### src/rtl/count_seq_ctrl.sv
// count_seq_ctrl: burst sequencer for a 3-bit loadable up-counter.
// Each accepted start runs 1..4 passes. A pass loads sv_q into the
// counter, then increments it until the counter reports carry (7).
// done pulses for one cycle after the final pass completes.
module count_seq_ctrl (
  input  logic       clk,
  input  logic       reset,
  input  logic       start_i,
  input  logic [2:0] start_val_i,
  input  logic [1:0] passes_i,
  input  logic       hold_i,
  input  logic       cnt_carry_i,
  output logic       cnt_ld_o,
  output logic       cnt_inc_o,
  output logic [2:0] cnt_data_o,
  output logic       busy_o,
  output logic       done_o,
  output logic [1:0] pass_idx_o
);

  typedef enum logic [1:0] {
    S_IDLE  = 2'd0,
    S_LOAD  = 2'd1,
    S_COUNT = 2'd2,
    S_DONE  = 2'd3
  } state_t;

  state_t     state_q, state_d;
  logic [2:0] sv_q, sv_d;
  logic [1:0] np_q, np_d;
  logic [1:0] pidx_q, pidx_d;

  // State and burst-parameter registers; reset drops any burst in flight.
  always_ff @(posedge clk) begin
    if (reset) begin
      state_q <= S_IDLE;
      sv_q    <= 3'd0;
      np_q    <= 2'd0;
      pidx_q  <= 2'd0;
    end else begin
      state_q <= state_d;
      sv_q    <= sv_d;
      np_q    <= np_d;
      pidx_q  <= pidx_d;
    end
  end

  // Next-state and strobe decode. cnt_inc is Mealy on hold/carry so the
  // counter stops on the very cycle it reaches 7 or a hold arrives.
  always_comb begin
    state_d    = state_q;
    sv_d       = sv_q;
    np_d       = np_q;
    pidx_d     = pidx_q;
    cnt_ld_o   = 1'b0;
    cnt_inc_o  = 1'b0;
    cnt_data_o = 3'd0;
    busy_o     = 1'b0;
    done_o     = 1'b0;
    case (state_q)
      S_IDLE: begin
        // Parameters are latched only here, so later input changes
        // cannot disturb a running burst.
        if (start_i) begin
          state_d = S_LOAD;
          sv_d    = start_val_i;
          np_d    = passes_i;
          pidx_d  = 2'd0;
        end
      end
      S_LOAD: begin
        busy_o     = 1'b1;
        cnt_ld_o   = 1'b1;
        cnt_data_o = sv_q;
        state_d    = S_COUNT;
      end
      S_COUNT: begin
        busy_o    = 1'b1;
        cnt_inc_o = ~cnt_carry_i & ~hold_i;
        // hold freezes the pass entirely, even on the carry cycle.
        if (!hold_i && cnt_carry_i) begin
          if (pidx_q == np_q) begin
            state_d = S_DONE;
          end else begin
            // np_q <= 3 bounds pidx_q, so this never wraps.
            pidx_d  = pidx_q + 2'd1;
            state_d = S_LOAD;
          end
        end
      end
      S_DONE: begin
        busy_o  = 1'b1;
        done_o  = 1'b1;
        state_d = S_IDLE;
      end
      default: state_d = S_IDLE;
    endcase
  end

  // The pass index stays visible after DONE until the next start clears it.
  assign pass_idx_o = pidx_q;

endmodule

### config.mk
export PLATFORM = sky130hd
export DESIGN_NAME = count_seq_ctrl
export DESIGN_NICKNAME = d
export VERILOG_FILES = /design/src/rtl/count_seq_ctrl.sv
export SDC_FILE = /design/constraint.sdc
export NUM_CORES = 1
export LEC_CHECK = 0
export CAP_MARGIN = 20
export CORE_UTILIZATION = 29
export CTS_CLUSTER_DIAMETER = 80
export DETAILED_ROUTE_END_ITERATION = 8
export GPL_ROUTABILITY_DRIVEN = 1
export PLACE_DENSITY_LB_ADDON = 0.05
export SLEW_MARGIN = 30
export SYNTH_ARGS = -nofsm -noshare
export SYNTH_HDL_FRONTEND = slang
export SYNTH_SLANG_ARGS = --single-unit
### constraint.sdc
create_clock -name clk -period 1.8 [get_ports clk]
set_input_delay 0.18 -clock clk [delete_from_list [all_inputs] [get_ports clk]]
set_output_delay 0.18 -clock clk [all_outputs]
set_load 0.01 [all_outputs]
* Yosys cells after proc, flatten, opt, wreduce, memory -nomap -nowiden *
Cells that the tools add are included.
W data, S select, Z words.

cells by class
  add/subtract/negate cells = 1
  eq/ne operators = 7
  mux-type cells = 13
  bitwise logic cells = 3
  reduce and logical (&&, ||, !) cells = 8

operators with widths
  kind                   count
  $mux W2                6
  $pmux W2 S4            1
  $ne A2 B2 Y1 const B   3
  $eq A2 B2 Y1 const B   2
  $mux W1                4
  $pmux W2 S2            1
  $reduce_and A2 Y1      2
  $reduce_and A4 Y1      1
  $mux W3                1
  $reduce_or A3 Y1       1
  $add A2 B1 Y2 const B  1
  $eq A2 B1 Y1 const B   1
  $eq A2 B2 Y1           1
  $logic_not A2 Y1       1
  $not A1 Y1             2
  $reduce_bool A2 Y1     1
  $and A1 B1 Y1          1
  $logic_and A1 B1 Y1    1
  $logic_not A1 Y1       1

storage, ports and cells
  bits in registers = 9
  bits of input ports = 10
  output and inout bits = 9
  word-level logic and storage cells = 36

* Logic depth before layout (Yosys ltp) *
Gate-level depths: netlist of run 1.

  depth after elaboration = 4
  depth in mapped cells = 4
  depth with buffers taken out = 4

* Worst setup path after synthesis of run 1 *
Ideal clock, no wire load.

  path type = reg2reg
  start point = register state_q[0]
  end point = register pidx_q[1], in the netlist pass_idx_o[1]
  setup time = 0.070 ns
  data arrival time = 1.483 ns
  required time = 1.730 ns
  setup slack = 0.247 ns
  stages on the path, launching flop included = 5
  buffers on the path = 0
  clock period less this slack = 1.553 ns
  cell sequence = dfxtp_1 > nor3b_4 > o21ba_4 > or4_1 > a21oi_1

between the ends
  longest elaborated chain between the ends = 3
  elaborated cells on any way between the ends = 8
  those cells by class = eq/ne (4); mux (1); reduce/logical (3)

ends and longest elaborated chain
  what                                                                 RTL line  source
  from (decl)                                                          28        state_t state_q, state_d;
  from (signal assigned)                                               41        state_q <= state_d;
  $eq A2 B2 Y1 / $logic_not A2 Y1 (equally long branches)              60        case (state_q)
  $ne A2 B2 Y1 (no line) / $reduce_bool A2 Y1 (equally long branches)  -
  $reduce_and A4 Y1 (no line)                                          -
  to (signal assigned)                                                 44        pidx_q <= pidx_d;
  to (decl)                                                            31        logic [1:0] pidx_q, pidx_d;

Parallel ways exist; a longest one is shown, timed or not.
A chain may end at the register's enable or synchronous reset.

* Final worst setup path of run 1 *
  start point = register state_q[0]
  end point = output cnt_data_o[1]

between the ends
  longest elaborated chain between the ends = 2

ends and longest elaborated chain
  what          RTL line  source
  $eq A2 B1 Y1  60
  $mux W3       60
  to (decl)     15        output logic [2:0] cnt_data_o,

Every way passes these cells.

==> results of run 1 <==
-- cell families (layout without fill, tap and decap cells) --
group / Yosys count / count (layout) / share of synthesized area
compound gates: 5 / 5 / 0.0899
xor+xnor: 2 / 2 / 0.0406
buf+inv: 1 / 23 / 0.00869
flops: 9 / 9 / 0.417
mux: 5 / 5 / 0.116
simple gates: 24 / 24 / 0.328
-- per-layer routing --
layer	track usage	vias up
met1	0.150	171
met4	0.100	0
met2	0.202	11
li1	-	201
met5	0	-
met3	0.0167	0
-- final cells by class --
type,count,area [um^2],share of cell area
Multi-Input combinational cell,36,263,0.387
Timing Repair Buffer,19,188,0.277
Clock buffer,4,26.3,0.0387
Sequential cell,9,183,0.269
Tap cell,15,18.8,0.0277
-- repair_timing --
action                     in CTS  in global routing
buffers inserted                0                  0
gates resized for setup         3                  2
setup endpoints to repair       5                  4
hold buffers                    0                  0
-- synthesized netlist by cell type --
cell type and n:
xor2_1 2, o21ba_4 1, nand2b_1 3, and2_1 4, nor3_1 3, or2_2 1
or4_1 2, nor2b_1 2, buf_1 1, o31ai_1 1, nor2_1 8, a21oi_1 2
mux2i_1 5, nor3b_4 1, o21ai_0 1, dfxtp_1 9
-- worst paths after layout --
kind                            cells after the start                    endpoint               startpoint  slack [ps]
worst max-delay path                                3               cnt_data_o[1]  state_q[0]$_SDFFE_PP0P_         130
worst min-delay path                                2        sv_q[0]$_SDFFE_PP0P_     sv_q[0]$_SDFFE_PP0P_         490
worst max register to register                      4  pass_idx_o[1]$_SDFFE_PP0P_  state_q[1]$_SDFFE_PP0P_         340
worst min register to register                      2        sv_q[0]$_SDFFE_PP0P_     sv_q[0]$_SDFFE_PP0P_         490
-- state kept, by name, indices dropped and copies added (netlist names) --
name / cells
pass_idx_o: 2
np_q: 2
state_q: 2
sv_q: 3
-- metrics by stage --
step | hold WS, ps | instance area [um^2] | utilization | std cells | power, W
finish | 489 | 678 | 0.502 | 83 | 0.000533
CTS | 492 | 676 | 0.500 | 83 | 0.000539
detailed placement | 480 | 634 | 0.470 | 79 | 0.000375
floorplan | 327 | 432 | - | 46 | 0.000314
global placement | 468 | 634 | 0.470 | 79 | 0.000376
global route | 512 | 678 | 0.502 | 83 | 0.000564
-- worst min-delay path: stages (launching register included) --
cell     delay, ps
dfxtp_1        320
mux2i_1         60
nor2_1          70
-- where the power goes --
part | internal, W | switching (W) | leakage (nW)
sequential | 0.000218 | 0.0000202 | 0.0745
clock | 0.0000852 | 0.0000674 | 0.0150
combinational | 0.0000878 | 0.0000549 | 0.180
total | 0.000391 | 0.000143 | 0.270
==> run_results.csv, run 1 <==
group,metric,value,unit
floorplanning,io_pins,19,
critical_path,end_kind,"primary output",
timing,fmax,598,MHz
timing,postLayoutSetupSlackWorst,127,ps
cells_and_area,areaGrowthSynthToFinish,57.1,%
routing,drt_wl_total,860,um
synthesis,syn-num-nets,56,
job,maxCapViolCount,0,
routing,vias,383,
critical_path,slowest_stage,"clkdlybuf4s50_1",
pwr,peakVddDrop,0.367,mV
clocking,clock_sinks,9,
cells_and_area,drive_above_1_share,0.162,
synthesis,ys_types,16,
clocking,clkSlewWorstSetupHoldPaths,60,ps
floorplanning,dieArea,1650,um^2
cells_and_area,nets,79,
synthesis,synth_seq_area_share,0.417,
critical_path,cp_max_fo,5,
timing,skew,2.90,ps
synthesis,avgSynthCellArea,9.38,um^2
grt,antenna_found_initial,0,
hold_path,hold_class,"reg -> reg",
grt,grt_pass1_vias,355,
timing,finalHoldViolCount,0,
critical_path,critical_path_buf_inv_count,1,
placement,pre_cts_slack,81.8,ps
clocking,cts_root_buffer,"clkbuf_4",
critical_path,cp_data_arrival_time,1490,ps
critical_path,cpPeakStageDelay,530,ps
critical_path,crit_path_start_kind,"flip-flop",
floorplanning,fp.dieW,40.6,um
critical_path,critPathKind,"reg -> out",
grt,grt.total_usage,0.127,
routing,dr.pass1.iters,4,
cells_and_area,n_fill_cell,135,
synthesis,yosysTopAreaCell,"dfxtp_1",
routing,dr.first_iter.drc_count,4,
timing,relSlewSlack,0.726,
critical_path,crit_chain,"nor2b_4 > and2_1 > clkdlybuf4s50_1",
floorplanning,die_h,40.6,um
routing,drc,0,
routing,route.met2.wl,399,um
grt,grt_overflow,0,
routing,highest_layer,"met3",
timing,rsz0062_at_grt,"no",
floorplanning,rows,13,
synthesis,netlist_top_cells_area,"dfxtp_1, mux2i_1, nor2_1",
placement,portBuffers,18,
timing,finalSetupViolCount,0,
pwr,leakage,0.270,nW
critical_path,worstPathRequired,1620,ps
timing,tightest_slew,408,ps
clocking,cts_made_buffers,3,
cells_and_area,layout.cells.most_common_list,"clkdlybuf4s50_1, nor2_1, dfxtp_1, mux2i_1, and2_1",
clocking,htreeDepth,1,
placement,dp_hpwl,604,um
routing,route.met3.wl,52,um
timing,period_share,0.929,
routing,ant_nets,0,
floorplanning,core,1350,um^2
routing,wl_met1,407,um
synthesis,synth-seq-cells,9,
grt,grt_pass1_wl,1370,um
critical_path,cp_top_family,"buffers and inverters",
outcome,outcome,"finished clean",
grt,grt_max_degree,10,
timing,period_needed,1670,ps
cells_and_area,layout_commonest_cell,"clkdlybuf4s50_1",
synthesis,synthCells,46,
routing,drt-vias-per-instance,4.61,
cells_and_area,n_antenna_cell,0,
clocking,cts_tree,"yes",
timing,fin_setup_tns,0,ps
synthesis,synth_top_area_share,0.417,
routing,post_drt_wl_per_cell,10.4,um
clocking,cts_max_path_buffers,2,
synthesis,syn_area,432,um^2
timing,drv_slew,0,
pwr,pwr_density_cell,786,nW/um^2
clocking,clock_latency,250,ps
placement,place.gp.congestion,0.635,
synthesis,yosys_warnings,0,
floorplanning,start_util,0.320,
(Power assumes the default switching activity.)
==> run 2: changes to the inputs <==
--- a/config.mk
+++ b/config.mk
@@ -6,6 +6,7 @@
 export NUM_CORES = 1
 export LEC_CHECK = 0
 export CAP_MARGIN = 20
+export CORE_MARGIN = 2
 export CORE_UTILIZATION = 29
 export CTS_CLUSTER_DIAMETER = 80
 export DETAILED_ROUTE_END_ITERATION = 8
==> run_results.csv, run 2 (synthesis gave the netlist of run 1 again) <==
group,metric,value,unit
cells_and_area,largest_register_ffs,3,
floorplanning,io_pins,19,
critical_path,cp_max_fo,5,
timing,finalSetupViolCount,0,
clocking,cts_root_buffer,"clkbuf_4",
routing,dr.first_iter.drc_count,3,
timing,period_share,0.937,
cells_and_area,stdcell_area,676,um^2
routing,dr.pass1.iters,2,
pwr,power,0.000530,W
pwr,pwr_density_cell,784,nW/um^2
cells_and_area,n_antenna_cell,0,
clocking,clkSlewWorstSetupHoldPaths,60,ps
timing,fmax,593,MHz
cells_and_area,n_fill_cell,125,
clocking,clock_latency,260,ps
cells_and_area,top_register,"sv_q",
critical_path,cp_data_arrival_time,1510,ps
clocking,cts_max_path_buffers,2,
grt,grt_pass1_vias,320,
critical_path,critPathKind,"reg -> out",
placement,dp_hpwl,633,um
critical_path,worstPathRequired,1620,ps
floorplanning,dieArea,1810,um^2
routing,drc,0,
critical_path,cpPeakStageDelay,530,ps
clocking,post-cts-setup-buffers,0,
cells_and_area,layout_commonest_cell,"clkdlybuf4s50_1",
routing,drt_wl_total,843,um
grt,met3_usage,0.0647,
cells_and_area,multi_input_area,258,um^2
cells_and_area,regArea,183,um^2
clocking,htreeDepth,1,
grt,grt_pass1_wl,1370,um
critical_path,slowest_stage,"clkdlybuf4s50_1",
cells_and_area,nets,79,
timing,skew,7.18,ps
floorplanning,start_util,0.320,
clocking,cts_tree,"yes",
critical_path,crit_start,"state_q[0]$_SDFFE_PP0P_",
floorplanning,rows,13,
routing,ant_nets,0,
clocking,post_cts_resized,1,
grt,use_met2,0.157,
hold_path,hold_class,"reg -> reg",
grt,grt_overflow,0,
critical_path,crit_path_start_kind,"flip-flop",
cells_and_area,layout.cells.most_common_list,"clkdlybuf4s50_1, nor2_1, dfxtp_1, mux2i_1, and2_1",
grt,antenna_found_initial,0,
clocking,cts_hold_buf,0,
hold_path,min_from,"sv_q[0]$_SDFFE_PP0P_",
placement,place.gp.congestion,0.669,
pwr,peakVddDrop,0.431,mV
timing,relSlewSlack,0.723,
routing,post_drt_wl_per_cell,10.2,um
job,maxCapViolCount,0,
timing,period_needed,1690,ps
placement,portBuffers,18,
critical_path,end_kind,"primary output",
timing,tightest_slew,413,ps
placement,placed_cell_area,634,um^2
grt,grt_use_met1,0.117,
routing,vias,391,
pwr,leakage,0.285,nW
timing,finalHoldViolCount,0,
cells_and_area,drive_above_1_share,0.162,
critical_path,r2r-start,"state_q[0]$_SDFFE_PP0P_",
grt,grt_max_degree,10,
critical_path,crit_chain,"nor2b_4 > and2_1 > clkdlybuf4s50_1",
timing,drv_slew,0,
floorplanning,fp.dieW,42.6,um
grt,grt.total_usage,0.103,
grt,grt_busiest_layer,"met2",
floorplanning,core,1350,um^2
routing,drt-vias-per-instance,4.71,
clocking,cts_made_buffers,3,
clocking,clock_sinks,9,
floorplanning,die_h,42.6,um
cells_and_area,areaGrowthSynthToFinish,56.5,%
timing,rsz0062_at_grt,"no",
outcome,outcome,"finished clean",
==> run 2: cell count changes in the layout (fill, tap and decap cells not counted), sizes merged <==
cell	delta
dlymetal6s2s	+1
clkdlybuf4s50	-1
==> run 2: final timing paths <==
kind,end,slack [ps],cells after the start
max,cnt_data_o[0],110,3
min,sv_q[0]$_SDFFE_PP0P_,490,2
max reg2reg,pass_idx_o[1]$_SDFFE_PP0P_,290,4
min reg2reg,sv_q[0]$_SDFFE_PP0P_,490,2
==> run 2: cell type report <==
cell class | instances | share of cell area
multi-input cells | 36 | 0.381
repair buffers | 19 | 0.281
flip-flops and latches | 9 | 0.270
clock buffers | 4 | 0.0389
well taps | 15 | 0.0278
==> run 2: where the power goes <==
part / switching, W / internal [W]
clock network: 0.0000686 / 0.0000853
registers: 0.0000181 / 0.000218
logic: 0.0000546 / 0.0000854
total: 0.000141 / 0.000388
==> run 2: metal layers <==
layer | vias up | wire length (um)
li1 | 206 | -
met1 | 170 | 398
met2 | 15 | 369
met3 | 0 | 75
met4 | 0 | 0
met5 | - | 0
==> run 2: metrics by stage <==
step | worst slack (ps) | utilization | hold WS [ps] | TNS [ps] | std cells
6_report | 113 | 0.500 | 487 | 0 | 83
5_1_grt | 37.4 | 0.500 | 528 | 0 | 83
4_1_cts | -44.5 | 0.491 | 496 | -156 | 83
3_5_place_dp | 94.7 | 0.470 | 482 | 0 | 79
3_3_place_gp | 105 | 0.470 | 475 | 0 | 79
2_1_floorplan | 247 | - | 327 | 0 | 46
==> run 2: critical path: cells and delay by family, from the launching register on <==
family,cells,cell delay [ps]
buffers and inverters,1,530
and+or+nand+nor,2,350
DFF,1,370
